**config.mk**
```make
export PLATFORM = sky130hd
export DESIGN_NAME = ld_st_reg_ctrl
export DESIGN_NICKNAME = d
export VERILOG_FILES = /design/src/rtl/ld_st_pkg.sv /design/src/rtl/ld_st_rr_pick.sv /design/src/rtl/ld_st_reg_ctrl.sv
export SDC_FILE = /design/constraint.sdc
export NUM_CORES = 1
export LEC_CHECK = 0
export ABC_AREA = 0
export CAP_MARGIN = 20
export CORE_AREA = 2 2 59 61
export CTS_CLUSTER_SIZE = 25
export DETAILED_ROUTE_END_ITERATION = 6
export DIE_AREA = 0 0 61 63
export PLACE_DENSITY = 0.75
export SYNTH_ARGS = -nofsm -noshare
export SYNTH_HDL_FRONTEND = slang
export SYNTH_SLANG_ARGS = --single-unit
```
**constraint.sdc**
```tcl
create_clock -name clk -period 2.1 [get_ports clk]
set_input_delay 0.42 -clock clk [delete_from_list [all_inputs] [get_ports clk]]
set_output_delay 0.42 -clock clk [all_outputs]
set_load 0.005 [all_outputs]
```
**src/rtl/ld_st_pkg.sv**
```systemverilog
// ld_st_pkg: shared encodings for the load/store register controller
package ld_st_pkg;
  typedef enum logic [1:0] {OP_READ = 2'b00, OP_LOAD = 2'b01, OP_CLEAR = 2'b10, OP_SET = 2'b11} op_e;
  typedef enum logic [1:0] {ST_IDLE = 2'b00, ST_EXEC = 2'b01, ST_ACK = 2'b10} state_e;
  localparam logic REQ_A = 1'b0;
  localparam logic REQ_B = 1'b1;
endpackage

```
**src/rtl/ld_st_rr_pick.sv**
```systemverilog
// ld_st_rr_pick: two-way round-robin picker favouring the requester not granted last
import ld_st_pkg::*;
module ld_st_rr_pick (
  input  logic req_a,
  input  logic req_b,
  input  logic last_grant,
  output logic valid,
  output logic winner
);
  always_comb begin
    valid  = req_a | req_b;
    winner = (req_a & req_b) ? ((last_grant == REQ_A) ? REQ_B : REQ_A) : (req_b ? REQ_B : REQ_A);
  end
endmodule

```
**src/rtl/ld_st_reg_ctrl.sv**
```systemverilog
// ld_st_reg_ctrl: arbitrates two requesters and sequences one shared load/store register
import ld_st_pkg::*;
module ld_st_reg_ctrl #(
  parameter int WIDTH = 8
) (
  input  logic             clk,
  input  logic             clr,
  input  logic             req_a,
  input  logic [1:0]       op_a,
  input  logic [WIDTH-1:0] wdata_a,
  input  logic             req_b,
  input  logic [1:0]       op_b,
  input  logic [WIDTH-1:0] wdata_b,
  output logic             ack_a,
  output logic             ack_b,
  output logic [WIDTH-1:0] rdata,
  output logic             busy,
  input  logic [WIDTH-1:0] reg_q,
  output logic [WIDTH-1:0] reg_d,
  output logic             reg_clr_n,
  output logic             reg_set_n
);
  state_e           state, nxt;
  op_e              op_r;
  logic [WIDTH-1:0] wdata_r;
  logic             last_grant, valid, winner, win_req, exec;
  ld_st_rr_pick u_pick (
    .req_a      (req_a),
    .req_b      (req_b),
    .last_grant (last_grant),
    .valid      (valid),
    .winner     (winner)
  );
  always_comb begin
    exec    = state == ST_EXEC;
    win_req = (last_grant == REQ_A) ? req_a : req_b;
    nxt     = (state == ST_IDLE) ? (valid ? ST_EXEC : ST_IDLE) :
              (state == ST_EXEC) ? ST_ACK : (win_req ? ST_ACK : ST_IDLE);
    busy      = state != ST_IDLE;
    ack_a     = (state == ST_ACK) && (last_grant == REQ_A);
    ack_b     = (state == ST_ACK) && (last_grant == REQ_B);
    reg_d     = (exec && op_r == OP_LOAD) ? wdata_r : reg_q;
    reg_clr_n = clr & ~(exec && op_r == OP_CLEAR);
    reg_set_n = ~(exec && op_r == OP_SET);
  end
  always_ff @(posedge clk or negedge clr) begin
    if (!clr) begin
      state      <= ST_IDLE;
      last_grant <= REQ_B;
      op_r       <= OP_READ;
      wdata_r    <= '0;
      rdata      <= '0;
    end else begin
      state <= nxt;
      if (state == ST_IDLE && valid) begin
        last_grant <= winner;
        op_r       <= (winner == REQ_A) ? op_e'(op_a) : op_e'(op_b);
        wdata_r    <= (winner == REQ_A) ? wdata_a : wdata_b;
      end
      if (exec && op_r == OP_READ) rdata <= reg_q;
    end
  end
endmodule
```
# --- Word-level counts from Yosys, hierarchy flattened ---
# Index checks and enable logic that the tools add are counted.
totals:
  reg_bits: 21
  output_inout_bits: 21
  elab_cells: 37
op_classes:
  eq_ne: 5
  mux: 11
  bitwise_logic: 6
  n_reduce_logical: 10
ops:
  columns: ["cell", "n"]
  rows:
  - ["2-to-1 mux 8 bit", 2]
  - ["2-to-1 mux 2 bit", 4]
  - ["logical AND 1 bit", 7]
  - ["== test 2 bit (second input constant)", 3]
  - ["2-to-1 mux 1 bit", 5]
  - ["== test 2 x 1 -> 1 bit (second input constant)", 2]
  - ["zero test 2 bit", 2]
  - ["inverter 1 bit", 3]
  - ["bitwise AND 1 bit", 2]
  - ["nonzero test 2 bit", 1]
  - ["OR 1 bit", 1]

# --- Logic depth before layout (Yosys ltp) ---
logic_depth:
  ltp_word: 4
  depth_mapped: 5

# --- Hierarchy ---
# From an unflattened synthesis, not the netlist that was laid out.
hier_totals:
  cells_unflattened: 74
  hier_area_um2: 1082.3
modules_own_cells:
  columns: ["module", "instances", "cells_each", "area_each_um2", "seq_area_each_um2"]
  rows:
  - ["ld_st_reg_ctrl", 1, 72, 1068.5, 526.8]
  - ["ld_st_rr_pick", 1, 2, 13.8, 0.0]

# --- Worst setup path before layout ---
# Ideal clock, no wire load.
synth_path:
  path_type: "reg-to-output"
  start: "register state[1]"
  end: "output port reg_d[0]"
  arrival_time_ps: 1239
  path_slack_ps: 441
  path_stages_with_launch: 4
  n_path_buf: 1
  cell_sequence: "dfrtp_1 > and4bb_2 > buf_2 > mux2_2"
synth_via:
  elab_chain_cells: 3
synth_lines:
  columns: ["item", "line", "source"]
  rows:
  - ["start, declared", "ld_st_reg_ctrl.sv:23", "state_e state, nxt;"]
  - ["start signal, assigned", "ld_st_reg_ctrl.sv:54", "state <= nxt;"]
  - ["== test 2 x 1 -> 1 bit", "ld_st_reg_ctrl.sv:35", "exec = state == ST_EXEC;"]
  - ["logical AND 1 bit", "ld_st_reg_ctrl.sv:42", "reg_d = (exec && op_r == OP_LOAD) ? wdata_r : reg_q;"]
  - ["2-to-1 mux 8 bit", "ld_st_reg_ctrl.sv:42", null]
  - ["end, declared", "ld_st_reg_ctrl.sv:19", "output logic [WIDTH-1:0] reg_d,"]
# No other way between the ends.

# --- Worst setup path in the final report ---
layout_path:
  start: "register op_r[1]"
  end: "output port reg_d[0]"
layout_via:
  elab_chain_cells: 3
layout_lines:
  columns: ["item", "line", "source"]
  rows:
  - ["start, declared", "ld_st_reg_ctrl.sv:24", "op_e op_r;"]
  - ["start signal, assigned", "ld_st_reg_ctrl.sv:57", "op_r <= (winner == REQ_A) ? op_e'(op_a) : op_e'(op_b);"]
  - ["== test 2 x 1 -> 1 bit", "ld_st_reg_ctrl.sv:42", null]
  - ["logical AND 1 bit", "ld_st_reg_ctrl.sv:42", null]
  - ["2-to-1 mux 8 bit", "ld_st_reg_ctrl.sv:42", null]
# No other way between the ends.

==> results by group <==
Status
  – Status: complete, no violations

Critical path
  – Crit-path max FO: 6
  – Startpoint types: flip-flop
  – Arrival time worst endpoint: about 1.7 ns
  – CP required: 1.68 ns
  – CP Capture Type: output port
  – Critical path type: flip-flop to output port
  – Register-to-register setup slack: 0.47 ns

Power
  – Pleak: between 0.0007 and 0.0008 uW
  – VDD IR max: approximately 0.00042 V
  – PD cells: around 1100 mW/mm^2
  – Overall power: between 1500 and 2000 uW

Place
  – Place WS: 0.06320 ns
  – DP HPWL: 2317 microns
  – Final GP Congestion: 0.7675
  – Port bufs: 52

Routing
  – Wire per inst: between 10 and 15 microns
  – # DRC: 0
  – Post-route ant nets: 0
  – DR vias: a little under 1000
  – Starting DRT DRC Count: 23
  – Pre-antenna DRT Iters: 4
  – Total Routed Length: 2921 microns
  – Vias per inst: about 4.7

Clock network
  – CTS hold repair buffers: 0
  – TritonCTS clock tree: built
  – Clk buf depth: 2
  – CTS Root Cell: clkbuf_4
  – Worst-Skew Late Latency: 0.30 ns
  – H-tree level count: 1
  – Number of clock sinks: 21
  – Total CTS buffers: 3
  – Clock slew seen by the registers of the worst setup and hold paths: 0.13 ns

Layout
  – Net count, final: slightly below 200
  – Post-layout util: ~55%
  – Layout area overhead: 66.94%
  – # diodes: 0
  – Share of post-route cells with drive strength above 1: between 20% and 30%

STA
  – Clock skew: roughly 0.0092 ns
  – RSZ-0062 raised after global routing: true
  – Setup violations, final: 0
  – WHS: 0.5050 ns
  – Peak Freq: roughly 0.48 GHz
  – Final worst path period need: ~2.1 ns
  – Final worst path period share: between 90% and 100%
  – Final setup margin: a little under 0.009 ns
  – Slew Viols, Final: 0
  – Max-slew headroom: 62.13%
  – Endpoints failing hold: 0
  – Slew @ Worst Pin: 0.5657 ns

Die
  – FP Rows: 21
  – Die area: a little under 0.004 sq mm
  – # IOs: 53
  – Core Area: ~0.0032 sq mm
  – Die span in y: approximately 63 microns
  – Initial core utilization: between 30% and 40%
  – Die width: 61 microns

Global routing
  – Initial antenna violation count: 0
  – Vias in the first global route: about 920
  – Largest net degree at the start of global routing: 22
  – Met3 Resource Use GR: around 1.7%
  – Top Usage Layer GRT: met2
  – First-pass GRT wire length: 4436 microns
  – Met1 GRT Util: 19.17%
  – Total grt overflow: 0
  – Met2 usage: 25.94%
  – GRT Total Usage: about 15%

Synth
  – Post-Syn Area per Cell: between 10 and 15 sq um
  – Yosys top cell area share: between 40% and 50%
  – Seq cells post-synth: 21
  – Syn nets: between 100 and 150
  – Area contributors post-synth: dfrtp_1 (47%), mux2_2 (17%), nand2_1 (7.0%)
  – Sequential fraction of the synthesis area: about half
  – Syn. warnings: 0
  – Synthesized area: ~0.0011 sq mm
  – Area leader, netlist: dfrtp_1
  – Count of cell types in the netlist: 22
  – Synth Instances: 100

Hold path
  – HP Class: input port to async pin

Run
  – Number of max-cap violations: 0
worst paths after layout:
kind / cells after the start / endpoint / startpoint
max reg2reg: 3 / rdata[1]$_DFFE_PN0P_ / state[1]$_DFF_PN0_
min: 2 / rdata[0]$_DFFE_PN0P_ / clr
min in group clk: 1 / rdata[7]$_DFFE_PN0P_ / rdata[7]$_DFFE_PN0P_
max in group asynchronous: 2 / last_grant$_DFFE_PN1P_ / clr
max: 4 / reg_d[0] / op_r[1]$_DFFE_PN0P_
min reg2reg: 1 / rdata[7]$_DFFE_PN0P_ / rdata[7]$_DFFE_PN0P_
metal layers:
layer	part of all wire, %	vias to the layer above
met5	0	-
met4	1.4	0
met3	3.3	4
met2	52	29
met1	43	458
li1	-	483
power breakdown:
group / total, uW / switching (uW) / internal (uW) / leakage [uW]
Sequential: 748 / 136 / 612 / 0.000245
Clock: 198 / 127 / 71.0 / 0.0000177
Combinational: 1020 / 407 / 613 / 0.000497
Total: 1970 / 669 / 1300 / 0.000760
cell usage in the layout, fill, tap and decap left out, drive strengths merged:
cell           count
nand2             20
clkdlybuf4s50     43
clkbuf             5
nor3b              1
o21a               1
dfstp              1
inv                1
mux2i              1
a21boi             1
or2                1
dlymetal6s2s       1
mux2              16
dfrtp             20
and4bb             1
clkinv             1
and3b              1
nor4b              1
a21oi             12
nand3b             1
nor2               1
nand4b             1
and2               1
a21bo              1
buf               17
a31oi             11
state kept, by name (all words and copies together) (netlist names):
name        cells
last_grant      1
state           2
wdata_r         8
rdata           8
op_r            2
cell usage after synthesis, drive strengths merged:
cell type and number:
dfstp 1, and3b 1, nor2 1, a21bo 1
and4bb 1, clkbuf 2, o21a 1, dfrtp 20
mux2 16, nor3b 1, buf 4, nand3b 1
and2 1, a31oi 11, inv 1, a21boi 1
nand2 20, or2 1, nor4b 1, a21oi 12
nand4b 1, mux2i 1
stage by stage:
step                cell area, sq um  setup TNS [ns]  instances
finish                          1782               0        207
global route                    1782         -0.2468        207
CTS                             1728        -0.06792        207
detailed placement              1670               0        199
global placement                1670               0        199
floorplan                       1067               0        100
final cells by class:
cell class	instances	area (sq um)
clock buffers	3	22.52
clock inverters	1	5.005
fillers	291	1450
inverters	1	3.754
multi-input cells	72	548.0
flip-flops and latches	21	526.8
well taps	46	57.56
repair buffers	63	618.1
critical path, stage by stage, from the launching register on:
cell and delay (ns):
dfrtp_1 0.41, and4bb_4 0.42, buf_6 0.13, mux2_4 0.30, buf_6 0.12
timing repair:
action | in CTS | in global routing
buffers inserted | 4 | 0
pin swaps | 1 | 1
setup endpoints to repair | 8 | 10
gates resized for setup | 34 | 17
logic make-up after synthesis:
logic type	after synthesis	share of synthesized area, %
flops	21	49.36
buf+inv	7	2.931
compound gates	26	14.77
simple gates	29	15.12
mux	17	17.82
(Power assumes the default switching activity.)
==> edit (same flow settings) <==
`WIDTH`: 8 -> 6.
--- a/src/rtl/ld_st_reg_ctrl.sv
+++ b/src/rtl/ld_st_reg_ctrl.sv
@@ -3,3 +3,3 @@
 module ld_st_reg_ctrl #(
-  parameter int WIDTH = 8
+  parameter int WIDTH = 6
 ) (
Interface: changed (5 resized); port bits go from 53 to 43. No check against the original RTL was run, so the function may have changed too.
==> edit against the original RTL <==
- synthesized cell count down 37%
- total power down 11%
- sequential share of layout area down 1.9 points
- sequential cell count down 4
- area after synthesis down 8.6%
- register-to-register slack worse by 0.10 ns
- cell area down 14%
- worst setup slack better by 0.027 ns
- global-route usage down 2.2 points
- clock skew down 0.0087 ns
- wire length down 23%
- clock power down 9%
- worst hold slack worse by 0.032 ns
- first-iteration DRC count down 65%
- largest cell class is now multi-input gates
==> edit: results (changes against the original RTL) <==
- Static Leak: 0.6775 nW (-11%)
- WP data arrival: 1.64 ns (-0.03 ns)
- Seq. cell area: 426.7 um2 (-19%)
- Status: completed
- Largest net degree at the start of global routing: 18 (-18%)
- Reg2reg start: last_grant
- Placeable Area: 0.003232 mm2 (unchanged)
- Met2 Use GR: 0.2231 (-0.03629)
- First-pass GRT wire length: 3643 um (-18%)
- FF-to-FF setup slack: 0.37 ns (-0.10 ns)
- Total GRT Usage: 0.1308 (-0.02223)
- Peak VDD IR: 0.5206 mV (+24%)
- Hpwl dp: 1751 um (-24%)
- Rel. slew slack: 0.6629 (+0.04161)
- Port buffer count: 42 (-19%)
- Int Pwr: 0.001213 W (-6.5%)
- # clock sinks: 17 (-19%)
- Post-Place Cell Area: 0.001464 mm2 (-12%)
- Largest delay share family, worst path: simple AND/OR/NAND/NOR gates
- Total number of vias: 708 (-27%)
- DR WL/cell: 14.01 um (-0.70%)
- Iteration-0 DRC Markers: 8 (-65%)
- Synth cell count leaders: dfrtp_1, mux2_4, mux2_2, buf_6
- Net Count, Synth: 89 (-33%)
- Final net count: 141 (-27%)
- Synth Instances: 63 (-37%)
- Final cell count without fillers: 160 (-23%)
- Clock Skew: 0.0004655 ns (-0.008695 ns)
- Area of the multi-input gates: 550.5 um2 (+0.46%)
- Layout cells sized above 1: 0.4298 (+0.1379)
- Biggest regs: rdata x6, wdata_r x6
- Vias in the first global route: 753 (-18%)
- FILL cells: 301 (+3.4%)
- Worst-path fanout max: 5 (-1)
- Hold slack: 0.4727 ns (-0.03222 ns)
- Synth top area cells: dfrtp_1, mux2_4, mux2_2, dfstp_2, nor4b_4
- Clock Network Area Fraction: 0.01787 (+0.002422)
- RR Endpoint: wdata_r[3]
- Non-clk bufs: 50 (-21%)
- Sequential share of cell area: 0.2770 (-0.01864)
- Comb_multi_in: 43 (-40%)
- Ys flop type: dfrtp_1
- Post-synthesis sequential area ratio: 0.4372 (-0.05637)
- Invs w/o clock: 0 (-1)
-- edit: cell count changes in the layout (fill, tap and decap cells not counted), moves of 2 or more --
| cell | delta |
|---|---|
| a21oi_1 | -12 |
| mux2_4 | +14 |
| dfrtp_1 | -4 |
| mux2_2 | -2 |
| nand2_1 | -20 |
| buf_6 | -6 |
| a31oi_1 | -11 |
| clkdlybuf4s50_1 | -7 |
| buf_4 | -2 |
| clkdlybuf4s15_1 | +2 |
-- edit: cells by family after synthesis --
logic type / count (synthesis) / share of synthesized area
simple gates: 9 / 0.1013
compound gates: 5 / 0.03847
mux: 29 / 0.3949
flops: 17 / 0.4372
buf+inv: 3 / 0.02820
-- edit: how the worst max path moves through the flow --
stage                       to  startpoint  slack (ns)  cells past startpoint
finish                reg_d[2]     op_r[1]        0.04                      4
global route          reg_d[2]     op_r[1]       -0.03                      4
detailed placement  wdata_r[3]       req_a      -0.005                      4
floorplan             reg_d[0]    state[1]        0.48                      3
global placement    wdata_r[1]       req_b        0.03                      4
CTS                   reg_d[4]    state[1]        -0.1                      4
-- edit: power groups by stage --
stage | Sequential, W | Combinational (W) | Clock, W
2_1_floorplan | 0.000621 | 0.000513 | 0
3_3_place_gp | 0.000594 | 0.000901 | 0
3_5_place_dp | 0.000603 | 0.000926 | 0
4_1_cts | 0.000601 | 0.000932 | 0.000182
5_1_grt | 0.000626 | 0.00103 | 0.000202
6_report | 0.000602 | 0.000961 | 0.000181
-- edit: routing by layer --
layer	part of all wire	routed length (um)
met5	0	0
met1	0.39	875
met3	0.041	92
met4	0.012	27
met2	0.56	1246
-- edit: timing repair --
action	CTS	global route
gates resized for setup	11	18
endpoints found under the setup margin	6	7
setup buffers	2	1
pin swaps	1	1
